File: src/rtl/parking_gate_arbiter_pkg.sv
// Shared types and default sizing for the parking-lot gate arbiter.
package parking_pkg;

    localparam int CAPACITY     = 8;
    localparam int OPEN_CYCLES  = 16;
    localparam int CLOSE_CYCLES = 4;
    localparam int CNT_W        = $clog2(CAPACITY + 1);

    typedef enum logic [1:0] {IDLE, OPEN, CLOSE} state_t;
    typedef enum logic {LANE_ENTRY, LANE_EXIT} lane_t;

    function automatic int max2(input int a, input int b);
        return (a > b) ? a : b;
    endfunction

endpackage

File: src/rtl/parking_gate_arbiter_if.sv
// Lane-sensor / gate-actuator bundle; master is the lane side, slave is the arbiter.
interface parking_gate_arbiter_if
    import parking_pkg::*;
#(
    parameter int CNT_W = parking_pkg::CNT_W
);
    logic             entry_req;
    logic             exit_req;
    logic             car_passed;
    logic             gate_open;
    logic             grant_entry;
    logic             grant_exit;
    logic [CNT_W-1:0] occupancy;
    logic             full;
    logic             empty;
    logic             timeout;

    modport master (
        output entry_req, exit_req, car_passed,
        input  gate_open, grant_entry, grant_exit, occupancy, full, empty, timeout
    );

    modport slave (
        input  entry_req, exit_req, car_passed,
        output gate_open, grant_entry, grant_exit, occupancy, full, empty, timeout
    );
endinterface

File: src/rtl/parking_gate_arbiter_timer.sv
// Loadable down-counter shared by the OPEN and CLOSE phases of the gate.
module gate_timer #(
    parameter int W = 4
) (
    input  logic         clk,
    input  logic         rst,
    input  logic         load,
    input  logic [W-1:0] value,
    output logic         expired
);
    logic [W-1:0] count;

    // NOTE: sequential state uses non-blocking assignments so every flop samples pre-edge values.
    always_ff @(posedge clk or negedge rst) begin
        if (!rst)              count <= '0;
        else if (load)         count <= value;
        else if (count != '0)  count <= count - 1'b1;
    end

    assign expired = (count == '0);
endmodule

File: src/rtl/parking_gate_arbiter.sv
// Shares one barrier gate between entry and exit lanes and tracks lot occupancy.
module parking_gate_arbiter
    import parking_pkg::*;
#(
    parameter int CAPACITY     = parking_pkg::CAPACITY,
    parameter int OPEN_CYCLES  = parking_pkg::OPEN_CYCLES,
    parameter int CLOSE_CYCLES = parking_pkg::CLOSE_CYCLES,
    parameter int CNT_W        = $clog2(CAPACITY + 1)
) (
    input logic                   clk,
    input logic                   rst,
    parking_gate_arbiter_if.slave bus
);
    localparam int               TMR_W   = $clog2(max2(OPEN_CYCLES, CLOSE_CYCLES));
    localparam logic [CNT_W-1:0] CAP_V   = CNT_W'(CAPACITY);
    localparam logic [TMR_W-1:0] OPEN_V  = TMR_W'(OPEN_CYCLES - 1);
    localparam logic [TMR_W-1:0] CLOSE_V = TMR_W'(CLOSE_CYCLES - 1);

    state_t           state, state_next;
    lane_t            last_served, last_next;
    logic [CNT_W-1:0] occ_next;
    logic             timeout_next;
    logic             tmr_load, tmr_expired;
    logic [TMR_W-1:0] tmr_value;
    logic             ent_ok, ext_ok;

    assign ent_ok = bus.entry_req & ~bus.full;
    assign ext_ok = bus.exit_req  & ~bus.empty;

    gate_timer #(.W(TMR_W)) u_timer (
        .clk     (clk),
        .rst     (rst),
        .load    (tmr_load),
        .value   (tmr_value),
        .expired (tmr_expired)
    );

    // NOTE: every always_comb output gets a default first so no path can infer a latch.
    always_comb begin
        state_next   = state;
        last_next    = last_served;
        occ_next     = bus.occupancy;
        timeout_next = 1'b0;
        tmr_load     = 1'b0;
        tmr_value    = '0;
        unique case (state)
            IDLE: begin
                if (ent_ok | ext_ok) begin
                    state_next = OPEN;
                    tmr_load   = 1'b1;
                    tmr_value  = OPEN_V;
                    // On a tie the lane not served last time wins.
                    last_next  = (ent_ok && (!ext_ok || last_served == LANE_EXIT))
                                 ? LANE_ENTRY : LANE_EXIT;
                end
            end
            OPEN: begin
                if (bus.car_passed) begin
                    state_next = CLOSE;
                    tmr_load   = 1'b1;
                    tmr_value  = CLOSE_V;
                    if (last_served == LANE_ENTRY) begin
                        if (bus.occupancy != CAP_V) occ_next = bus.occupancy + 1'b1;
                    end else begin
                        if (bus.occupancy != '0)    occ_next = bus.occupancy - 1'b1;
                    end
                end else if (tmr_expired) begin
                    state_next   = CLOSE;
                    timeout_next = 1'b1;
                    tmr_load     = 1'b1;
                    tmr_value    = CLOSE_V;
                end
            end
            CLOSE: begin
                if (tmr_expired) state_next = IDLE;
            end
            default: state_next = IDLE;
        endcase
    end

    // Outputs are registered from the next-state view so they line up with the state change.
    always_ff @(posedge clk or negedge rst) begin
        if (!rst) begin
            state           <= IDLE;
            last_served     <= LANE_EXIT;
            bus.occupancy   <= '0;
            bus.full        <= 1'b0;
            bus.empty       <= 1'b1;
            bus.timeout     <= 1'b0;
            bus.gate_open   <= 1'b0;
            bus.grant_entry <= 1'b0;
            bus.grant_exit  <= 1'b0;
        end else begin
            state           <= state_next;
            last_served     <= last_next;
            bus.occupancy   <= occ_next;
            bus.full        <= (occ_next == CAP_V);
            bus.empty       <= (occ_next == '0);
            bus.timeout     <= timeout_next;
            bus.gate_open   <= (state_next == OPEN);
            bus.grant_entry <= (state_next == OPEN) && (last_next == LANE_ENTRY);
            bus.grant_exit  <= (state_next == OPEN) && (last_next == LANE_EXIT);
        end
    end
endmodule
File: src/flat_wrapper.sv
// flat-port wrapper written by rule: the top's interface ports become plain ports
module parking_gate_arbiter_flat import parking_pkg::*;
#(
    parameter int CAPACITY     = parking_pkg::CAPACITY,
    parameter int OPEN_CYCLES  = parking_pkg::OPEN_CYCLES,
    parameter int CLOSE_CYCLES = parking_pkg::CLOSE_CYCLES,
    parameter int CNT_W        = $clog2(CAPACITY + 1)
)
  (clk, rst, bus_entry_req, bus_exit_req, bus_car_passed, bus_gate_open, bus_grant_entry, bus_grant_exit, bus_occupancy, bus_full, bus_empty, bus_timeout);
  parking_gate_arbiter_if #(.CNT_W(CNT_W)) bus_i ();
  input logic clk;
  input logic rst;
  input wire logic [$bits(bus_i.entry_req)-1:0] bus_entry_req;
  input wire logic [$bits(bus_i.exit_req)-1:0] bus_exit_req;
  input wire logic [$bits(bus_i.car_passed)-1:0] bus_car_passed;
  output wire logic [$bits(bus_i.gate_open)-1:0] bus_gate_open;
  output wire logic [$bits(bus_i.grant_entry)-1:0] bus_grant_entry;
  output wire logic [$bits(bus_i.grant_exit)-1:0] bus_grant_exit;
  output wire logic [$bits(bus_i.occupancy)-1:0] bus_occupancy;
  output wire logic [$bits(bus_i.full)-1:0] bus_full;
  output wire logic [$bits(bus_i.empty)-1:0] bus_empty;
  output wire logic [$bits(bus_i.timeout)-1:0] bus_timeout;
  assign bus_i.entry_req = bus_entry_req;
  assign bus_i.exit_req = bus_exit_req;
  assign bus_i.car_passed = bus_car_passed;
  assign bus_gate_open = bus_i.gate_open;
  assign bus_grant_entry = bus_i.grant_entry;
  assign bus_grant_exit = bus_i.grant_exit;
  assign bus_occupancy = bus_i.occupancy;
  assign bus_full = bus_i.full;
  assign bus_empty = bus_i.empty;
  assign bus_timeout = bus_i.timeout;
  parking_gate_arbiter #(.CAPACITY(CAPACITY), .OPEN_CYCLES(OPEN_CYCLES), .CLOSE_CYCLES(CLOSE_CYCLES), .CNT_W(CNT_W)) u_core (.clk(clk), .rst(rst), .bus(bus_i));
endmodule
File: config.mk
export PLATFORM = sky130hd
export DESIGN_NAME = parking_gate_arbiter_flat
export DESIGN_NICKNAME = d
export VERILOG_FILES = /design/src/rtl/parking_gate_arbiter_pkg.sv /design/src/rtl/parking_gate_arbiter_if.sv /design/src/rtl/parking_gate_arbiter_timer.sv /design/src/rtl/parking_gate_arbiter.sv /design/src/flat_wrapper.sv
export SDC_FILE = /design/constraint.sdc
export NUM_CORES = 1
export LEC_CHECK = 0
export CORE_MARGIN = 1.5
export CORE_UTILIZATION = 55
export CTS_CLUSTER_DIAMETER = 60
export DETAILED_ROUTE_END_ITERATION = 10
export PLACE_DENSITY = 0.91
export SLEW_MARGIN = 20
export SYNTH_ARGS = -nofsm -noshare
export SYNTH_HDL_FRONTEND = slang
export SYNTH_SLANG_ARGS = --single-unit
export TNS_END_PERCENT = 30
File: constraint.sdc
create_clock -name clk -period 4.1 [get_ports clk]
set_clock_uncertainty 0.2 [all_clocks]
set_input_delay 0.41 -clock clk [delete_from_list [all_inputs] [get_ports clk]]
set_output_delay 0.41 -clock clk [all_outputs]
set_load 0.05 [all_outputs]
[Word-level counts from Yosys, hierarchy flattened]
Cells that the tools add are included.
Storage, ports and cells
  register bits: 17
  latch bits: 0
  RAM bits: 0
  memory bits (read-only): 0
  bits of input ports: 5
  output and inout port bits: 10
  logic and storage cells: 60
  memories kept: 0
Cells by class
  $add $sub $neg: 3
  $mul: 0
  divide/modulo/power cells: 0
  order comparisons: 0
  equality and inequality tests: 5
  shift operators: 0
  muxes and demuxes: 25
  bitwise gates (word level): 6
  reduce and logical (&&, ||, !) cells: 11
Operator list (count)
  $mux W4: 9
  $mux W2: 5
  $logic_not A4 Y1: 2
  $mux W1: 8
  $pmux W4 S2: 1
  $reduce_bool A4 Y1: 2
  $sub A4 B1 Y4 const B: 2
  $pmux W2 S3: 1
  $add A4 B1 Y4 const B: 1
  $eq A2 B1 Y1 const B: 2
  $eq A4 B4 Y1 const B: 1
  $ne A4 B4 Y1 const B: 1
  $logic_and A1 B1 Y1: 3
  $not A1 Y1: 3
  $and A1 B1 Y1: 2
  $eq A2 B2 Y1 const B: 1
  $logic_not A2 Y1: 1
  $pmux W1 S2: 1
  $reduce_bool A2 Y1: 1
  $logic_not A1 Y1: 1
  $logic_or A1 B1 Y1: 1
  $or A1 B1 Y1: 1

[Logic depth before layout (Yosys ltp)]
Gate-level depths: netlist (run 1).
  word-level depth: 10
  mapped depth: 6

[Cells and area by module]
From an unflattened synthesis (run 1), not the netlist that was laid out.
Unflattened totals
  cells, all modules: 95
  area, all modules: 962.2 µm²
Modules (own cells, without submodules)
  parking_gate_arbiter: instances 1, cells an instance 73, area an instance 728.2 µm², sequential area each 327.8 µm²
  gate_timer: instances 1, cells an instance 22, area an instance 234.0 µm², sequential area each 100.1 µm²

[Worst setup path after synthesis (run 1)]
No wires, ideal clock.
  path type: register to register
  from: register u_core.bus.occupancy[0]
  to: register u_core.bus.full
  library setup time: 0.134 ns
  data arrival time: 1.801 ns
  slack: 1.964 ns
  stages on the path, launching flop included: 7
  buffers on the path: 0
  clock period less this slack: 2.136 ns
  cell sequence: dfrtp_1 inv_1 ha_1 nor3b_2 mux2i_1 a221oi_2 nor4b_2
On the way
  word-level cells in the longest chain between the ends: 6
Ends and longest elaborated chain
  from (decl): line parking_gate_arbiter_if.sv:25  | output gate_open, grant_entry, grant_exit, occupancy, full, empty, timeout
  from (signal assigned): line parking_gate_arbiter.sv:96  | bus.occupancy <= occ_next;
  $add A4 B1 Y4, or another cell as far along: line parking_gate_arbiter.sv:63  | if (bus.occupancy != CAP_V) occ_next = bus.occupancy + 1'b1;
  $mux W4, on equally long branches: line parking_gate_arbiter.sv:63, parking_gate_arbiter.sv:65
  $mux W4 (*): line parking_gate_arbiter.sv:62  | if (last_served == LANE_ENTRY) begin
  $mux W4 (*): line parking_gate_arbiter.sv:58  | if (bus.car_passed) begin
  $mux W4 (*): line parking_gate_arbiter.sv:46  | unique case (state)
  named net u_core.occ_next[1]: line parking_gate_arbiter.sv:21  | logic [CNT_W-1:0] occ_next;
  $eq A4 B4 Y1 (*): line parking_gate_arbiter.sv:97  | bus.full <= (occ_next == CAP_V);
  to (signal assigned): line parking_gate_arbiter.sv:97
  to (decl): line parking_gate_arbiter_if.sv:25
Mark *: on every way through the listed nets, which the timed path passes. The rest lies on a longest branch.
A chain may end at the register's enable or synchronous reset.

[Worst setup path after layout (run 1)]
  from: register u_core.bus.occupancy[2]
  to: output port bus_occupancy[2]
RTL lines
  to (decl): line flat_wrapper.sv:19  | output wire logic [$bits(bus_i.occupancy)-1:0] bus_occupancy;
No word-level cell between the ends.

==> results of run 1 <==
==> synthesized netlist by cell type, types with 3 or more instances <==
master	number	area share, %
sky130_fd_sc_hd__a21oi_1	3	1.6
sky130_fd_sc_hd__a31oi_1	3	2.0
sky130_fd_sc_hd__dfrtp_1	15	41
sky130_fd_sc_hd__ha_1	3	4.1
sky130_fd_sc_hd__inv_1	6	2.4
sky130_fd_sc_hd__nand2_1	5	2.0
sky130_fd_sc_hd__nor2_1	4	1.6
sky130_fd_sc_hd__nor2b_1	4	2.7
sky130_fd_sc_hd__nor3_1	4	2.2
sky130_fd_sc_hd__nor3b_1	4	3.3
sky130_fd_sc_hd__o21ai_0	4	2.2
sky130_fd_sc_hd__o31ai_1	3	2.4
==> area by class of cell <==
cell class                 instances  area (um^2)  share of cell area (%)
sequential                        17        427.9                   39.18
timing repair buffer              14        140.1                   12.83
tap                               16        20.02                   1.833
multi-input combinational         62        451.7                   41.35
clock buffer                       4        26.28                   2.405
inverter                           7        26.28                   2.405
==> routing by layer <==
| metal | track usage (%) | share of wire [%] | vias up |
|---|---|---|---|
| met5 | 0 | 0 | - |
| met3 | 7.083 | 4.7 | 5 |
| met4 | 9.697 | 1.7 | 0 |
| met1 | 26.36 | 45 | 356 |
| li1 | - | - | 352 |
| met2 | 36.47 | 49 | 20 |
==> sequential cells by signal, indices dropped and copies added, names as in the netlist <==
name,flops
u_core.state,2
u_core.bus.occupancy,4
u_core.bus.grant_entry,1
u_core.last_served,1
u_core.bus.grant_exit,1
u_core.u_timer.count,4
u_core.bus.gate_open,1
u_core.bus.full,1
u_core.bus.timeout,1
u_core.bus.empty,1
==> stage by stage <==
step / hold WS (ns) / util [%]
finish: 0.3588 / 70.86
CTS: 0.3663 / 70.86
global route: 0.4166 / 70.86
floorplan: -0.08559 / -
global placement: 0.3230 / 69.16
detailed placement: 0.3392 / 69.16
==> cell families (layout without fill, tap and decap cells) <==
logic type	count (synthesis)	in the layout	share of synthesized area, %
mux	1	1	1.084
fa+ha+maj	3	3	4.065
simple gates	35	35	25.07
buf+inv	10	25	4.742
flops	17	17	46.34
xor+xnor	2	2	1.897
compound gates	21	21	16.80
==> how the worst min path moves through the flow <==
stage / endpoint / slack [ns]
after detailed placement: u_core.u_timer.count[0] / 0.34
after global placement: u_core.u_timer.count[1] / 0.32
final: u_core.bus.timeout / 0.36
after CTS: u_core.bus.timeout / 0.37
after floorplan: u_core.bus.full / -0.09
after global routing: u_core.u_timer.count[0] / 0.42
==> power groups by stage <==
stage | registers [mW] | clock network (mW) | logic, mW
after floorplan | 0.380 | 0 | 0.248
after global placement | 0.312 | 0 | 0.410
after detailed placement | 0.316 | 0 | 0.423
after CTS | 0.313 | 0.0894 | 0.427
after global routing | 0.326 | 0.0971 | 0.462
final | 0.314 | 0.0882 | 0.427
==> reports/summary.json, run 1 <==
{
  "netSwitchingFraction_pct": 47.40,
  "clk_pin_slew_ns": 0.09,
  "worst_path_largest_cell_delay_ns": 0.86,
  "synth_cells": 89,
  "num-nets-final": 113,
  "cts.htree.levels": 1,
  "p_sw_mw": 0.3931,
  "synth-async-reset-ratio_pct": 100.0,
  "n_antenna_cell": 0,
  "critPathCapture": "bus_occupancy[2]",
  "coreArea_um2": 1541,
  "final-max-slew-violation-count": 0,
  "max-slew-margin-rel_pct": 49.22,
  "initial_core_util_pct": 59.90,
  "outcome": "finished clean",
  "routability_congestion_estimate_from_global_placement": 0.8323,
  "ctsResizeCount": 0,
  "synth_area_per_cell_um2": 10.38,
  "seqPwrFrac_pct": 37.9,
  "path_buf_inv": 1,
  "setup_slack_ns": 1.815,
  "setup.worst_path.class": "reg -> out",
  "overflow": 0,
  "cts.root.buffer_cell": "sky130_fd_sc_hd__clkbuf_4",
  "min_period_over_period_pct": 55.74,
  "yosysWarningCount": 0,
  "dp.cells": 116,
  "pwr-share-clk_pct": 10.6,
  "drt-wirelength-per-cell_um": 15.03,
  "input_output_buffers": 14,
  "cts_buffers": 3,
  "n_fill_cell": 101,
  "hold_path_class": "in -> async",
  "time_the_final_worst_path_needs_with_i_o_delays_and_setup_ns": 2.285,
  "slowest_cell_on_the_critical_path": "sky130_fd_sc_hd__clkdlybuf4s50_1",
  "drt-pass1-iter-count": 4,
  "synth.distinct_cells": 39,
  "synth_edf_count": 0,
  "via_count_of_the_first_global_routing_pass": 716,
  "startpoint_type": "flip-flop",
  "detailed_place.area_um2": 1066,
  "clock.fmax_ghz": 0.4376,
  "crit_path_end_kind": "primary output",
  "arr_time_crit_path_ns": 1.68,
  "stdcell_count": 120,
  "cellInternalPower_mw": 0.4361,
  "mostFrequentLayoutCell": "sky130_fd_sc_hd__dfrtp_1",
  "cts-root-to-sink-buffers": 2,
  "detailedPlacementHpwl_um": 1303,
  "insertion_delay_ns": 0.29,
  "rr_worst_depth": 6,
  "grt_start_max_net_pins": 18,
  "clock_tree_from_tritoncts": "yes",
  "drt-vias-per-instance": 6.108,
  "post-route-cell-area_um2": 1092,
  "vdd_drop_max_mv": 0.4513,
  "core.rowCount": 14,
  "ys.flop_type": "sky130_fd_sc_hd__dfrtp_1",
  "post_cts_hold_buffer_count": 0,
  "post-cts-setup-buffers": 0,
  "pin_count": 15,
  "worst_ep_required_time_ns": 3.49,
  "power_frac_comb_pct": 51.4,
  "route.final.wire_length_um": 1803,
  "synth-seq-cells": 17,
  "max_capacitance_violation_total": 0,
  "grtUsageTotal_pct": 22.13,
  "die_x_um": 43.98,
  "rr_endpoint": "u_core.bus.empty",
  "drt.antenna.violating_nets": 0,
  "most-common-layout-cells": "sky130_fd_sc_hd__dfrtp_1 (15), sky130_fd_sc_hd__clkdlybuf4s50_1 (14), sky130_fd_sc_hd__inv_1 (6)",
  "critical_path_cell_count": 1,
  "clock-sinks": 17,
  "cp_max_fo": 9,
  "timing_hold_violations_final": 0,
  "synth.net_count": 97,
  "regToRegStartpoint": "u_core.bus.occupancy[1]",
  "die-area_um2": 1934,
  "tightest_slew_ns": 0.7593,
  "fin_total_pwr_mw": 0.8292,
  "drt_first_iter_violations": 16,
  "power.density_nw_per_um2": 759.1,
  "crit_path_cell_trace": "clkdlybuf4s50_1",
  "areaGrowthSynthToFinish_pct": 18.29,
  "die_h_um": 43.98,
  "drt_drc_violations_left": 0,
  "setup_total_negative_slack_ns": 0,
  "regToRegSetupSlack_ns": 2.07,
  "cellLeakagePower_nw": 0.4474,
  "crit_start": "u_core.bus.occupancy[2]",
  "initial_antenna_violation_count": 0,
  "layout_cell_share_with_drive_strength_beyond_1_pct": 14.42,
  "grt_setup_unrepaired": "false",
  "crit_family": "buffers and inverters",
  "post_synth_instance_area_um2": 923.4,
  "report.final.setup_viol": 0,
  "routed-via-count": 733,
  "grt_pass1_wl_um": 3008,
  "dp_worst_setup_slack_ns": 1.915,
  "yosysSeqAreaShare_pct": 46.34
}
(Power assumes the default switching activity.)
==> run 2, diff against run 1 <==
--- a/config.mk
+++ b/config.mk
@@ -6,10 +6,10 @@
 export NUM_CORES = 1
 export LEC_CHECK = 0
 export CORE_MARGIN = 1.5
-export CORE_UTILIZATION = 55
+export CORE_UTILIZATION = 46
 export CTS_CLUSTER_DIAMETER = 60
 export DETAILED_ROUTE_END_ITERATION = 10
-export PLACE_DENSITY = 0.91
+export PLACE_DENSITY = 0.82
 export SLEW_MARGIN = 20
 export SYNTH_ARGS = -nofsm -noshare
 export SYNTH_HDL_FRONTEND = slang
==> constraint.sdc (replaced) <==
create_clock -name clk -period 2.1 [get_ports clk]
set_clock_uncertainty 0.2 [all_clocks]
set_input_delay 0.21 -clock clk [delete_from_list [all_inputs] [get_ports clk]]
set_output_delay 0.21 -clock clk [all_outputs]
set_load 0.05 [all_outputs]
==> run 2 against run 1 <==
Compared with the run above:
- count of clock-buffer cells in the layout did not move
- clock power rose by 93%
- first-iteration DRC count rose by 69%
- sequential power rose by 96%
- register-to-register slack got worse by 1.9 ns
- worst setup slack got worse by 1.7 ns
- critical path type unchanged
- largest cell class unchanged
- largest power group unchanged
==> reports/summary.json, run 2 (synthesized netlist as in run 1, its figures left out) <==
{
  "outcome": "finished clean",
  "coreArea": {"value": 1922, "unit": "um^2", "change": "+25%"},
  "n_antenna_cell": {"value": 0, "change": "unchanged"},
  "post_cts_hold_buffer_count": {"value": 0, "change": "unchanged"},
  "cp_max_fo": {"value": 2, "change": "-7"},
  "layout_cell_share_with_drive_strength_beyond_1": {"value": 18.87, "unit": "%", "change": "+4.4 points"},
  "regs_by_ff_count": "u_core.bus.occupancy x4, u_core.u_timer.count x4, u_core.state x2",
  "initial_core_util": {"value": 48.05, "unit": "%", "change": "-12 points"},
  "route.final.wire_length": {"value": 1750, "unit": "um", "change": "-2.9%"},
  "drt.antenna.violating_nets": {"value": 0, "change": "unchanged"},
  "slowest_cell_on_the_critical_path": "sky130_fd_sc_hd__clkdlybuf4s50_1",
  "drt_first_iter_violations": {"value": 27, "change": "+11"},
  "detailed_place.area": {"value": 1095, "unit": "um^2", "change": "+2.7%"},
  "die-area": {"value": 2285, "unit": "um^2", "change": "+18%"},
  "drt-pass1-iter-count": {"value": 4, "change": "unchanged"},
  "cts.htree.levels": {"value": 1, "change": "unchanged"},
  "cts-root-to-sink-buffers": {"value": 2, "change": "unchanged"},
  "routed-via-count": {"value": 729, "change": "-0.55%"},
  "vdd_drop_max": {"value": 0.7735, "unit": "mV", "change": "+71%"},
  "via_count_of_the_first_global_routing_pass": {"value": 722, "change": "+0.84%"},
  "drt-wirelength-per-cell": {"value": 13.16, "unit": "um", "change": "-12%"},
  "clock-sinks": {"value": 17, "change": "unchanged"},
  "detailedPlacementHpwl": {"value": 1339, "unit": "um", "change": "+2.8%"},
  "grt_start_max_net_pins": {"value": 18, "change": "unchanged"},
  "mostFrequentLayoutCell": "sky130_fd_sc_hd__dfrtp_1",
  "arr_time_crit_path": {"value": 1.61, "unit": "ns", "change": "-0.07 ns"},
  "power.density": {"value": 1447, "unit": "nW/um^2", "change": "+91%"},
  "pin_count": {"value": 15, "change": "unchanged"},
  "worst_path_largest_cell_delay": {"value": 0.79, "unit": "ns", "change": "-0.07 ns"},
  "post-cts-setup-buffers": {"value": 0, "change": "unchanged"},
  "setup.worst_path.class": "reg -> out",
  "clock_tree_from_tritoncts": "yes",
  "cellLeakagePower": {"value": 0.4733, "unit": "nW", "change": "+5.8%"},
  "clock.fmax_ghz": 0.4940,
  "grt_setup_unrepaired": "false",
  "most-common-layout-cells": "sky130_fd_sc_hd__dfrtp_1 (13), sky130_fd_sc_hd__clkdlybuf4s50_1 (12), sky130_fd_sc_hd__inv_1 (6)",
  "crit_path_cell_trace": "clkdlybuf4s50_1",
  "setup_total_negative_slack": {"value": 0, "unit": "ns", "change": "unchanged"},
  "core.rowCount": {"value": 16, "change": "+2"},
  "overflow": {"value": 0, "change": "unchanged"},
  "num-nets-final": {"value": 115, "change": "+1.8%"},
  "path_buf_inv": {"value": 1, "change": "unchanged"},
  "post-route-cell-area": {"value": 1124, "unit": "um^2", "change": "+2.9%"},
  "min_period_over_period_pct": 96.40,
  "cts_buffers": {"value": 3, "change": "unchanged"},
  "report.final.setup_viol": {"value": 0, "change": "unchanged"},
  "startpoint_type": "flip-flop",
  "worst_ep_required_time": {"value": 1.69, "unit": "ns", "change": "-1.80 ns"},
  "n_fill_cell": {"value": 168, "change": "+66%"},
  "max-slew-margin-rel": {"value": 63.73, "unit": "%", "change": "+15 points"},
  "insertion_delay": {"value": 0.29, "unit": "ns", "change": "about the same"},
  "timing_hold_violations_final": {"value": 0, "change": "unchanged"},
  "die_h": {"value": 47.81, "unit": "um", "change": "+8.7%"},
  "clk_pin_slew": {"value": 0.09, "unit": "ns", "change": "about the same"},
  "grt_pass1_wl": {"value": 2898, "unit": "um", "change": "-3.7%"},
  "input_output_buffers": {"value": 14, "change": "unchanged"},
  "tightest_slew": {"value": 0.5429, "unit": "ns", "change": "-0.2164 ns"},
  "crit_family": "buffers and inverters",
  "final-max-slew-violation-count": {"value": 0, "change": "unchanged"},
  "die_x": {"value": 47.81, "unit": "um", "change": "+8.7%"},
  "routability_congestion_estimate_from_global_placement": {"value": 0.7090, "change": "-15%"},
  "crit_path_end_kind": "primary output",
  "areaGrowthSynthToFinish_pct": 21.68,
  "drt-vias-per-instance": {"value": 5.481, "change": "-10%"},
  "grtUsageTotal": {"value": 18.48, "unit": "%", "change": "-3.6 points"},
  "initial_antenna_violation_count": {"value": 0, "change": "unchanged"},
  "cts.root.buffer_cell": "sky130_fd_sc_hd__clkbuf_4",
  "time_the_final_worst_path_needs_with_i_o_delays_and_setup_ns": 2.024,
  "drt_drc_violations_left": {"value": 0, "change": "unchanged"},
  "hold_path_class": "in -> async",
  "max_capacitance_violation_total": {"value": 0, "change": "unchanged"}
}
[run 2: metal layers]
| metal | vias to the layer above | GRT usage [%] | wire, um | part of all wire, % |
|---|---|---|---|---|
| li1 | 357 | - | - | - |
| met1 | 354 | 22.33 | 801 | 46 |
| met4 | 0 | 9.730 | 37 | 2.1 |
| met5 | - | 0 | 0 | 0 |
| met3 | 4 | 3.396 | 61 | 3.5 |
| met2 | 14 | 31.20 | 851 | 49 |
[run 2: report_power, final]
part           internal [mW]  total [mW]  switching, mW
combinational          0.333       0.839          0.505
clock                 0.0739       0.170         0.0963
sequential             0.460       0.617          0.158
[run 2: area by class of cell]
class	instances	area, um^2	area share, %
Inverter	7	26.28	2.339
Sequential cell	17	430.4	38.31
Multi-Input combinational cell	62	451.7	40.20
Tap cell	27	33.78	3.007
Clock buffer	4	26.28	2.339
Timing Repair Buffer	16	155.1	13.81
[run 2: path summary, 6_finish.rpt]
kind | from | to | slack (ns) | depth (start not counted)
worst min-delay path | rst | u_core.bus.timeout | 0.04 | 2
min in group clk | u_core.u_timer.count[1] | u_core.u_timer.count[1] | 0.35 | 2
max in group asynchronous | rst | u_core.bus.empty | 1.42 | 2
worst max-delay path | u_core.bus.empty | bus_empty | 0.08 | 1
worst max register to register | u_core.bus.occupancy[0] | u_core.bus.full | 0.18 | 6
worst min register to register | u_core.u_timer.count[1] | u_core.u_timer.count[1] | 0.35 | 2
[run 2: stage by stage]
| step | utilization [%] | power (mW) | setup slack (ns) | hold WS, ns | instances |
|---|---|---|---|---|---|
| 2_1_floorplan | - | 1.230 | 0.1528 | -0.2856 | 89 |
| 3_5_place_dp | 56.97 | 1.464 | 0.06861 | 0.3323 | 129 |
| 4_1_cts | 58.33 | 1.636 | 0.03446 | 0.04284 | 133 |
| 3_3_place_gp | 56.97 | 1.427 | 0.1479 | 0.3177 | 129 |
| 6_report | 58.46 | 1.626 | 0.07556 | 0.03746 | 133 |
| 5_1_grt | 58.46 | 1.755 | 0.01470 | 0.04715 | 133 |
[run 2: repair_timing]
action                                  CTS  global route
endpoints found under the setup margin    0             1
endpoints found under the hold margin     0             0
resized for setup                         0             1
==> run 3, diff against run 2 <==
--- a/config.mk
+++ b/config.mk
@@ -5,6 +5,7 @@
 export SDC_FILE = /design/constraint.sdc
 export NUM_CORES = 1
 export LEC_CHECK = 0
+export CAP_MARGIN = 20
 export CORE_MARGIN = 1.5
 export CORE_UTILIZATION = 46
 export CTS_CLUSTER_DIAMETER = 60
==> results of run 3 <==
The final DEF is identical to that of run 2; final timing and power are the same.
